==> src/rtl/enc_gray_arb.sv <==
// enc_gray_arb: round-robin arbiter feeding a single binary-to-Gray converter.
// Up to four requesters compete for one output register; the winner's 10-bit
// word is converted once and held with its requester index until the consumer
// takes it. A saturating counter tallies completed output transfers.
module enc_gray_arb #(
  parameter int NREQ = 4
) (
  input  logic             clk,
  input  logic             rst_n,
  input  logic [NREQ-1:0]  req_valid,
  input  logic [NREQ*10-1:0] req_bin,
  output logic [NREQ-1:0]  req_ready,
  output logic             out_valid,
  input  logic             out_ready,
  output logic [9:0]       out_gray,
  output logic [1:0]       out_id,
  output logic [15:0]      conv_count
);

  logic [NREQ-1:0][9:0] lanes;
  logic [1:0]           last_grant;
  logic [1:0]           grant_idx;
  logic                 found;
  logic                 free;
  logic                 grant;
  logic                 xfer;
  logic [9:0]           win_bin;
  logic [9:0]           win_gray;

  assign lanes = req_bin;

  // Search upward from the requester after the last winner, wrapping around.
  always_comb begin
    logic [1:0] idx;
    idx       = '0;
    found     = 1'b0;
    grant_idx = last_grant;
    for (int k = 1; k <= NREQ; k++) begin
      idx = last_grant + 2'(k);
      if (!found && req_valid[idx]) begin
        found     = 1'b1;
        grant_idx = idx;
      end
    end
  end

  // The stage takes a new word when empty or being drained this cycle;
  // reset gates the grant so nothing is offered while the block is held.
  assign free      = !out_valid || out_ready;
  assign grant     = rst_n && free && found;
  assign xfer      = out_valid && out_ready;
  assign req_ready = grant ? (NREQ'(1) << grant_idx) : '0;

  // Only the winning word is converted.
  assign win_bin  = lanes[grant_idx];
  assign win_gray = {win_bin[9], win_bin[9:1] ^ win_bin[8:0]};

  // Output register and arbitration pointer; last_grant starts at 3 so
  // requester 0 is first in line after reset.
  always_ff @(posedge clk or negedge rst_n) begin
    if (!rst_n) begin
      out_valid  <= 1'b0;
      out_gray   <= '0;
      out_id     <= '0;
      last_grant <= 2'd3;
    end else if (grant) begin
      out_valid  <= 1'b1;
      out_gray   <= win_gray;
      out_id     <= grant_idx;
      last_grant <= grant_idx;
    end else if (xfer) begin
      out_valid  <= 1'b0;
    end
  end

  // Count completed transfers, sticking at all-ones.
  always_ff @(posedge clk or negedge rst_n) begin
    if (!rst_n)
      conv_count <= '0;
    else if (xfer && conv_count != 16'hFFFF)
      conv_count <= conv_count + 16'd1;
  end

endmodule

==> config.mk <==
export PLATFORM = sky130hd
export DESIGN_NAME = enc_gray_arb
export DESIGN_NICKNAME = d
export VERILOG_FILES = /design/src/rtl/enc_gray_arb.sv
export SDC_FILE = /design/constraint.sdc
export NUM_CORES = 1
export LEC_CHECK = 0
export ABC_AREA = 1
export BUFFER_PORTS_ARGS = -buffer_cell sky130_fd_sc_hd__buf_2
export CAP_MARGIN = 15
export CORE_ASPECT_RATIO = 1.1
export CORE_MARGIN = 8
export CORE_UTILIZATION = 40
export DETAILED_ROUTE_END_ITERATION = 8
export GPL_ROUTABILITY_DRIVEN = 0
export PLACE_DENSITY = 0.63
export SLEW_MARGIN = 20
export SYNTH_ARGS = -nofsm -noshare
export SYNTH_HDL_FRONTEND = slang
export SYNTH_SLANG_ARGS = --single-unit
export TNS_END_PERCENT = 50
==> constraint.sdc <==
create_clock -name clk -period 3.6 [get_ports clk]
set_input_delay 0.72 -clock clk [delete_from_list [all_inputs] [get_ports clk]]
set_output_delay 0.72 -clock clk [all_outputs]
set_load 0.02 [all_outputs]
Word level (Yosys, flattened, before mapping)
Cells that the tools add are included.
{"block": "op_classes", "muxes": 21, "n_lt_le_gt_ge": 5, "n_shift": 1, "n_bitwise": 1, "add_sub_neg": 4, "reduce_logical": 13, "n_eq_ne": 1}
{"cell": "$bmux 10 s2", "count": 1}
{"cell": "$add 16x1->16 const B", "count": 1}
{"cell": "$ne 16x16->1 const B", "count": 1}
{"cell": "$lt 2x3->1 const B", "count": 5}
{"cell": "$mux 1", "count": 10}
{"cell": "$mux 10", "count": 1}
{"cell": "$xor 9x9->9", "count": 1}
{"cell": "$bmux 1 s2", "count": 4}
{"cell": "$mux 2", "count": 4}
{"cell": "$logic_and 1x1->1", "count": 7}
{"cell": "$add 2x2->2 const B", "count": 2}
{"cell": "$logic_not 1->1", "count": 4}
{"cell": "$mux 4", "count": 1}
{"cell": "$shl 1x2->4 const A", "count": 1}
{"cell": "$add 2x1->2 const B", "count": 1}
{"cell": "$reduce_bool 2->1", "count": 1}
{"cell": "$logic_or 1x1->1", "count": 1}
{"block": "word_totals", "ff_bits": 31, "in_bits": 47}

Longest topological paths before layout
Gate-level depths: netlist (run 1).
{"block": "logic_depth", "word_depth": 16, "ltp_mapped": 17, "ltp_nobuf": 16}

Least setup slack after synthesis (run 1)
OpenSTA, ideal clock, no wires.
{"block": "synth_timing", "kind": "input port to output port", "from": "input port req_valid[2]", "to": "output port req_ready[1]", "path_stages": 12, "arrival_ps": 1852, "path_buffers": 1, "t_required_ps": 2880, "slack_ps": 1028, "cell_sequence": "inv_1 nand2_1 nand2_1 nand2_1 nand2_2 nand2_4 nand2_2 nand2_4 nand2_4 buf_4 nand2_1 nor2_1"}
{"block": "synth_via", "elab_chain_cells": 14}
{"item": "from (decl)", "line_no": "10", "rtl": "input logic [NREQ-1:0] req_valid,"}
{"item": "$bmux 1 s2", "line_no": "40", "rtl": "if (!found && req_valid[idx]) begin"}
{"item": "$mux 1 (not written as such)", "line_no": "40"}
{"item": "$mux 1", "line_no": "40"}
{"item": "$logic_not 1->1", "line_no": "40"}
{"item": "$logic_and 1x1->1", "line_no": "40"}
{"item": "$mux 1", "line_no": "40"}
{"item": "$logic_not 1->1", "line_no": "40"}
{"item": "$logic_and 1x1->1", "line_no": "40"}
{"item": "$mux 1", "line_no": "40"}
{"item": "$logic_not 1->1", "line_no": "40"}
{"item": "$logic_and 1x1->1", "line_no": "40"}
{"item": "$mux 2 / $mux 1 (equally long branches)", "line_no": "40"}
{"item": "$shl 1x2->4 / $logic_and 1x1->1 (equally long branches)", "line_no": "52, 50"}
{"item": "$mux 4 *", "line_no": "52", "rtl": "assign req_ready = grant ? (NREQ'(1) << grant_idx) : '0;"}
{"item": "to (decl)", "line_no": "12", "rtl": "output logic [NREQ-1:0] req_ready,"}
Every way passes the cells marked *; elsewhere a longest branch is shown, timed or not. The select of a mux whose other input is x is not followed.

Final worst setup path (run 1)
{"block": "layout_timing", "from": "register last_grant[0]", "to": "output port req_ready[1]"}
{"block": "layout_via", "elab_chain_cells": 15}
{"item": "from (decl)", "line_no": "21", "rtl": "logic [1:0] last_grant;"}
{"item": "from (signal assigned)", "line_no": "70", "rtl": "last_grant <= grant_idx;"}
{"item": "$add 2x1->2", "line_no": "39", "rtl": "idx = last_grant + 2'(k);"}
{"item": "$bmux 1 s2", "line_no": "40"}
{"item": "$mux 1 (not written as such)", "line_no": "40"}
{"item": "$mux 1", "line_no": "40"}
{"item": "$logic_not 1->1", "line_no": "40"}
{"item": "$logic_and 1x1->1", "line_no": "40"}
{"item": "$mux 1", "line_no": "40"}
{"item": "$logic_not 1->1", "line_no": "40"}
{"item": "$logic_and 1x1->1", "line_no": "40"}
{"item": "$mux 1", "line_no": "40"}
{"item": "$logic_not 1->1", "line_no": "40"}
{"item": "$logic_and 1x1->1", "line_no": "40"}
{"item": "$mux 2 / $mux 1 (equally long branches)", "line_no": "40"}
{"item": "$shl 1x2->4 / $logic_and 1x1->1 (equally long branches)", "line_no": "52, 50"}
{"item": "$mux 4 *", "line_no": "52"}
Marks and branches as above.

==> results.toml, run 1 <==
[outcome]
status = "completed"

[layout]
final_area_sq_um = 3199
nFillCells = 693
fin_nets = 530
area_growth_pct = 22.40
final_cell_count_no_fill = 565
layout-drive-gt1-share_pct = 30.02
final_cell_mix = "nand2_1, buf_2, nand3_1"
mostFrequentLayoutCell = "nand2_1"
diodes = 0

[floorplanning]
dieArea_sq_um = 9380
ios = 80
die_y_microns = 100.8
start_util_pct = 40.59
rows = 31
core_sq_um = 6439
die_width_microns = 93.08

[placed_design]
dp_hpwl_microns = 5500
dp.cells = 545
place_ws_ns = 0.3565
placed_area_sq_um = 3005
io_buffer_count = 79

[routing]
ant_nets = 0
routedWlPerCell_microns = 12.50
first_iter_violations = 149
firstDrtPassIters = 4
drc = 0
dr_total_vias = 2747
via_per_inst = 4.862
routed_wl_microns = 7061

[min_path]
hold_path_class = "register to register"

[timing]
finalClockSkew_ns = 0.006447
period_needed_ns = 3.430
report.final.hold_viol_count = 0
finalSetupViolations = 0
fmax_mhz = 291.5
final.setup.tns_ns = 0
slew-limit-headroom_pct = 74.28
period_share_pct = 95.29
final-max-slew-violation-count = 0
fin_ws_ns = 0.1696
worst_pin_slew_ns = 0.3852

[grt]
use_met3_pct = 4.918
grtUsageTotal_pct = 15.21
first_global_vias = 2601
busiest_layer = "met2"
grt_max_degree = 32
overflow = 0
grt_pass1_wl_microns = 11770
antenna_found_initial = 0
grt_use_met1_pct = 18.49
met2_usage_pct = 24.93

[synthesis]
yosysWarnings = 0
synthesis.nets = 443
avgSynthCellArea_sq_um = 6.617
ys_seq_area_share_pct = 29.78
synth_seq_cells = 31
ys_types = 32
syn-cell-area_sq_um = 2614
synthCells = 395

[clock_network]
cts_root_buffer = "clkbuf_8"
cts.sinks = 31
cts_buffer_depth = 2
cts_tree = "built"
htree_num_levels = 2
hold_buffers = 0
clk_pin_slew_ns = 0.06
cts_made_buffers = 5
clock_latency_ns = 0.28

[critical_path]
rr_worst_depth = 15
end_kind = "primary output"
regToRegSetupSlack_ns = 1.06
startpoint = "last_grant[0]$_DFFE_PN1P_"
cp_max_fo = 14
critPathCapture = "req_ready[1]"
required_ns = 2.88
arrival_ns = 2.71
setup.worst_path.class = "register to primary output"
crit_path_cell_trace = "inv_2, nand2_1, nand2_2, nand2_2, nand2_4, nor2_2, nand4_1, nand2_1, inv_1, nand2_2, clkinvlp_4, nand2_1, nor2_1, buf_2"
slowest_delay_ns = 0.65
crit_slowest_cell = "dfstp_2"
r2r_end = "out_id[1]$_DFFE_PN0P_"
timing.rr.start = "last_grant[0]$_DFFE_PN1P_"
start_kind = "register"

[power]
power_density_nw_per_um2 = 1084
total_power_mw = 3.467
p_leak_nw = 1.917
peakVddDrop_v = 0.0006324

[flow_run]
maxCapViolations = 0
-- through the flow --
stage | hold slack [ns] | util, %
5_1_grt | 0.4886 | 49.69
4_1_cts | 0.4792 | 48.23
6_report | 0.4735 | 49.69
2_1_floorplan | 0.4244 | -
3_3_place_gp | 0.4625 | 46.68
3_5_place_dp | 0.4633 | 46.68
-- worst min-delay path by stage --
| stage | from | end | slack [ns] | cells after the start |
|---|---|---|---|---|
| final | out_gray[5]$_DFFE_PN0P_ | out_gray[5]$_DFFE_PN0P_ | 0.47 | 2 |
| after global routing | rst_n | conv_count[6]$_DFFE_PN0P_ | 0.49 | 2 |
| after CTS | rst_n | conv_count[5]$_DFFE_PN0P_ | 0.48 | 2 |
| after detailed placement | out_gray[5]$_DFFE_PN0P_ | out_gray[5]$_DFFE_PN0P_ | 0.46 | 2 |
| after global placement | out_gray[8]$_DFFE_PN0P_ | out_gray[8]$_DFFE_PN0P_ | 0.46 | 2 |
| after floorplan | rst_n | conv_count[0]$_DFFE_PN0P_ | 0.42 | 0 |
-- layout make-up --
cell class	instances	area, sq um	share of cell area [%]
inverters	38	148.9	4.654
repair buffers	94	508.0	15.88
multi-input cells	312	1562	48.81
flip-flops and latches	31	778.2	24.33
clock buffers	8	100.1	3.129
well taps	82	102.6	3.207
-- state kept, by name (all words and copies together), names as in the netlist --
signal	flops
out_gray	10
out_valid	1
last_grant	2
out_id	2
conv_count	16
-- metal layers --
metal | vias to the layer above | share of wire, %
met2 | 98 | 45
met3 | 13 | 8.3
met5 | - | 0
li1 | 1419 | -
met1 | 1217 | 46
met4 | 0 | 1.0
-- kinds of logic (layout without fill, tap and decap cells) --
group | after synthesis | count (layout) | synth area share (%)
adders and majority gates | 1 | 1 | 0.4786
AOI/OAI and AO/OA | 7 | 7 | 1.484
DFF | 31 | 31 | 29.78
and+or+nand+nor | 287 | 287 | 51.94
buffers and inverters | 52 | 140 | 10.48
muxes | 2 | 2 | 0.8138
xor gates and xnor gates | 15 | 15 | 5.026
-- synthesized netlist by cell type (all sizes together) --
library cell  number  share of area, %
nand2            187                30
nand4              4              0.96
nand3             70                16
xnor2              7               2.3
a31oi              1              0.24
ha                 1              0.48
buf               14               4.9
mux2               1              0.43
xor2               8               2.7
o21ai              5              0.96
dfstp              2               2.0
nor4               2              0.48
nand3b             6               2.2
a22oi              1              0.29
inv               38               5.6
mux2i              1              0.38
nor2              17               2.5
dfrtp             29                28
nor3               1              0.19
-- where the power goes --
part,internal (mW),total [mW],switching (mW)
logic,0.840,2.57,1.73
registers,0.482,0.594,0.112
clock network,0.174,0.300,0.126
-- worst max-delay path, delay by kind of cell, from the launching register on --
| family | cells | cell delay (ns) |
|---|---|---|
| buffers and inverters | 4 | 0.60 |
| flip-flops | 1 | 0.65 |
| AND/OR/NAND/NOR | 10 | 1.18 |
-- what timing repair did --
action,CTS,global route
endpoints found under the setup margin,0,4
setup buffers,0,12
hold endpoints to repair,0,0
resized for setup,0,1
No activity file was read; power rests on OpenSTA's default activity.
==> run 2, diff against run 1 <==
--- a/config.mk
+++ b/config.mk
@@ -13,7 +13,7 @@
 export CORE_UTILIZATION = 40
 export DETAILED_ROUTE_END_ITERATION = 8
 export GPL_ROUTABILITY_DRIVEN = 0
-export PLACE_DENSITY = 0.63
+export PLACE_DENSITY = 0.65
 export SLEW_MARGIN = 20
 export SYNTH_ARGS = -nofsm -noshare
 export SYNTH_HDL_FRONTEND = slang
==> constraint.sdc (replaced) <==
create_clock -name clk -period 3.1 [get_ports clk]
set_input_delay 0.62 -clock clk [delete_from_list [all_inputs] [get_ports clk]]
set_output_delay 0.62 -clock clk [all_outputs]
set_load 0.02 [all_outputs]
==> run 2 against run 1 <==
Effect of this change:
- combinational power up 16%
- core utilization is 0.64 points lower
- sequential share of layout area increased by 0.32 points
- final cell count fell by 0.88%
- setup slack gained 0.033 ns
- clock-buffer cell count stayed put
- routed wire length down 2.0%
==> results.toml, run 2 (synthesized netlist as in run 1, its figures left out) <==
[clock_network]
cts.sinks = 31
clk_pin_slew_ns = 0.06
cts_root_buffer = "clkbuf_8"
post_cts_resized = 0
cts_made_buffers = 5
cts_buffer_depth = 2
htree_num_levels = 2
cts_tree = "built"
clock_latency_ns = 0.28

[outcome]
status = "completed"

[critical_path]
crit_path_cell_trace = "buf_4, nand2_1, nand2_1, nand2_1, nand2_2, nand2_4, nand3_4, buf_4, nand3_1, nor2_1, buf_2"
end_kind = "primary output"
cp_max_fo = 28
crit_slowest_cell = "dfstp_2"
setup.worst_path.class = "register to primary output"
crit_top_cell = "nand2_1"
start_kind = "register"
slowest_delay_ns = 0.58
required_ns = 2.48
arrival_ns = 2.28

[timing]
grt_setup_unrepaired = "no"
fmax_mhz = 345.2
final.setup.tns_ns = 0
worst_pin_slew_ns = 0.3840
final-max-slew-violation-count = 0
report.final.hold_viol_count = 0
period_needed_ns = 2.897
period_share_pct = 93.46
finalClockSkew_ns = 0.002623
finalSetupViolations = 0
slew-limit-headroom_pct = 74.40

[layout]
final_cell_count_no_fill = 560
biggestRegsByFlops = "conv_count x16, out_gray x10"
fin_nets = 525
post-route-util_pct = 49.05
final_cell_mix = "nand2_1, buf_2, nand3_1"
regMostFlops = "conv_count"
mostFrequentLayoutCell = "nand2_1"
largest_register_ffs = 16
diodes = 0
layout-drive-gt1-share_pct = 29.08
area_growth_pct = 20.82

[routing]
firstDrtPassIters = 4
ant_nets = 0
first_iter_violations = 108
drc = 0
dr_total_vias = 2667
routed_wl_microns = 6923
routedWlPerCell_microns = 12.36
via_per_inst = 4.763

[floorplanning]
start_util_pct = 40.59
die_width_microns = 93.08
core_sq_um = 6439
rows = 31
ios = 80
dieArea_sq_um = 9380
die_y_microns = 100.8

[grt]
overflow = 0
grt_max_degree = 32
grt_pass1_wl_microns = 11840
first_global_vias = 2581
grtUsageTotal_pct = 15.20
antenna_found_initial = 0

[flow_run]
maxCapViolations = 0

[power]
power_density_nw_per_um2 = 1265
p_leak_nw = 1.898
peakVddDrop_v = 0.0007126

[min_path]
hold_path_class = "input port to async pin"

[placed_design]
dp_hpwl_microns = 5538
io_buffer_count = 79
dp.cells = 549
## run 2: repair_timing
item | in CTS | in global routing
setup buffers | 0 | 3
hold buffers | 0 | 0
endpoints found under the setup margin | 0 | 4
## run 2: layout make-up
class                   instances  area, sq um
repair buffers                 89        470.5
inverters                      38        145.1
fillers                       705         3281
flip-flops and latches         31        778.2
well taps                      82        102.6
clock buffers                   8        100.1
multi-input cells             312         1562
## run 2: final timing paths
path,from,to,slack (ns),cells after the start
worst max-delay path,last_grant[0]$_DFFE_PN1P_,req_ready[0],0.20,11
worst max register to register,last_grant[0]$_DFFE_PN1P_,out_gray[7]$_DFFE_PN0P_,0.83,16
min in group clk,out_gray[2]$_DFFE_PN0P_,out_gray[2]$_DFFE_PN0P_,0.48,2
max in group asynchronous,rst_n,last_grant[0]$_DFFE_PN1P_,2.41,2
worst min register to register,out_gray[2]$_DFFE_PN0P_,out_gray[2]$_DFFE_PN0P_,0.48,2
worst min-delay path,rst_n,out_id[1]$_DFFE_PN0P_,0.38,2
## run 2: where the power goes
group	switching, mW	internal (mW)	total (mW)	leakage [nW]
registers	0.122	0.560	0.681	0.390
logic	1.99	0.979	2.97	1.46
clock network	0.143	0.202	0.345	0.0515
total	2.25	1.74	3.99	1.90
## run 2: stage by stage
step                cell area, sq um  power, mW  hold slack [ns]  setup slack (ns)
global placement                3035      3.588           0.4639            0.4467
floorplan                       2614      3.117           0.3244            0.6942
CTS                             3136      3.980           0.3913           0.04782
detailed placement              3035      3.614           0.4635            0.3680
global route                    3158      4.452           0.4138           0.03059
finish                          3158      3.994           0.3793            0.2028
## run 2: worst max-delay path: cells and delay by family, from the launching register on
kind | cells | cell delay, ns
and+or+nand+nor | 8 | 0.76
buffers and inverters | 3 | 0.65
DFF | 1 | 0.58
## run 2: routing by layer
layer / share of wire (%) / wire length [microns] / GRT usage [%]
met2: 44 / 3071 / 24.17
met4: 1.0 / 70 / 5.087
met1: 47 / 3285 / 19.54
met3: 7.2 / 497 / 3.726
met5: 0 / 0 / 0
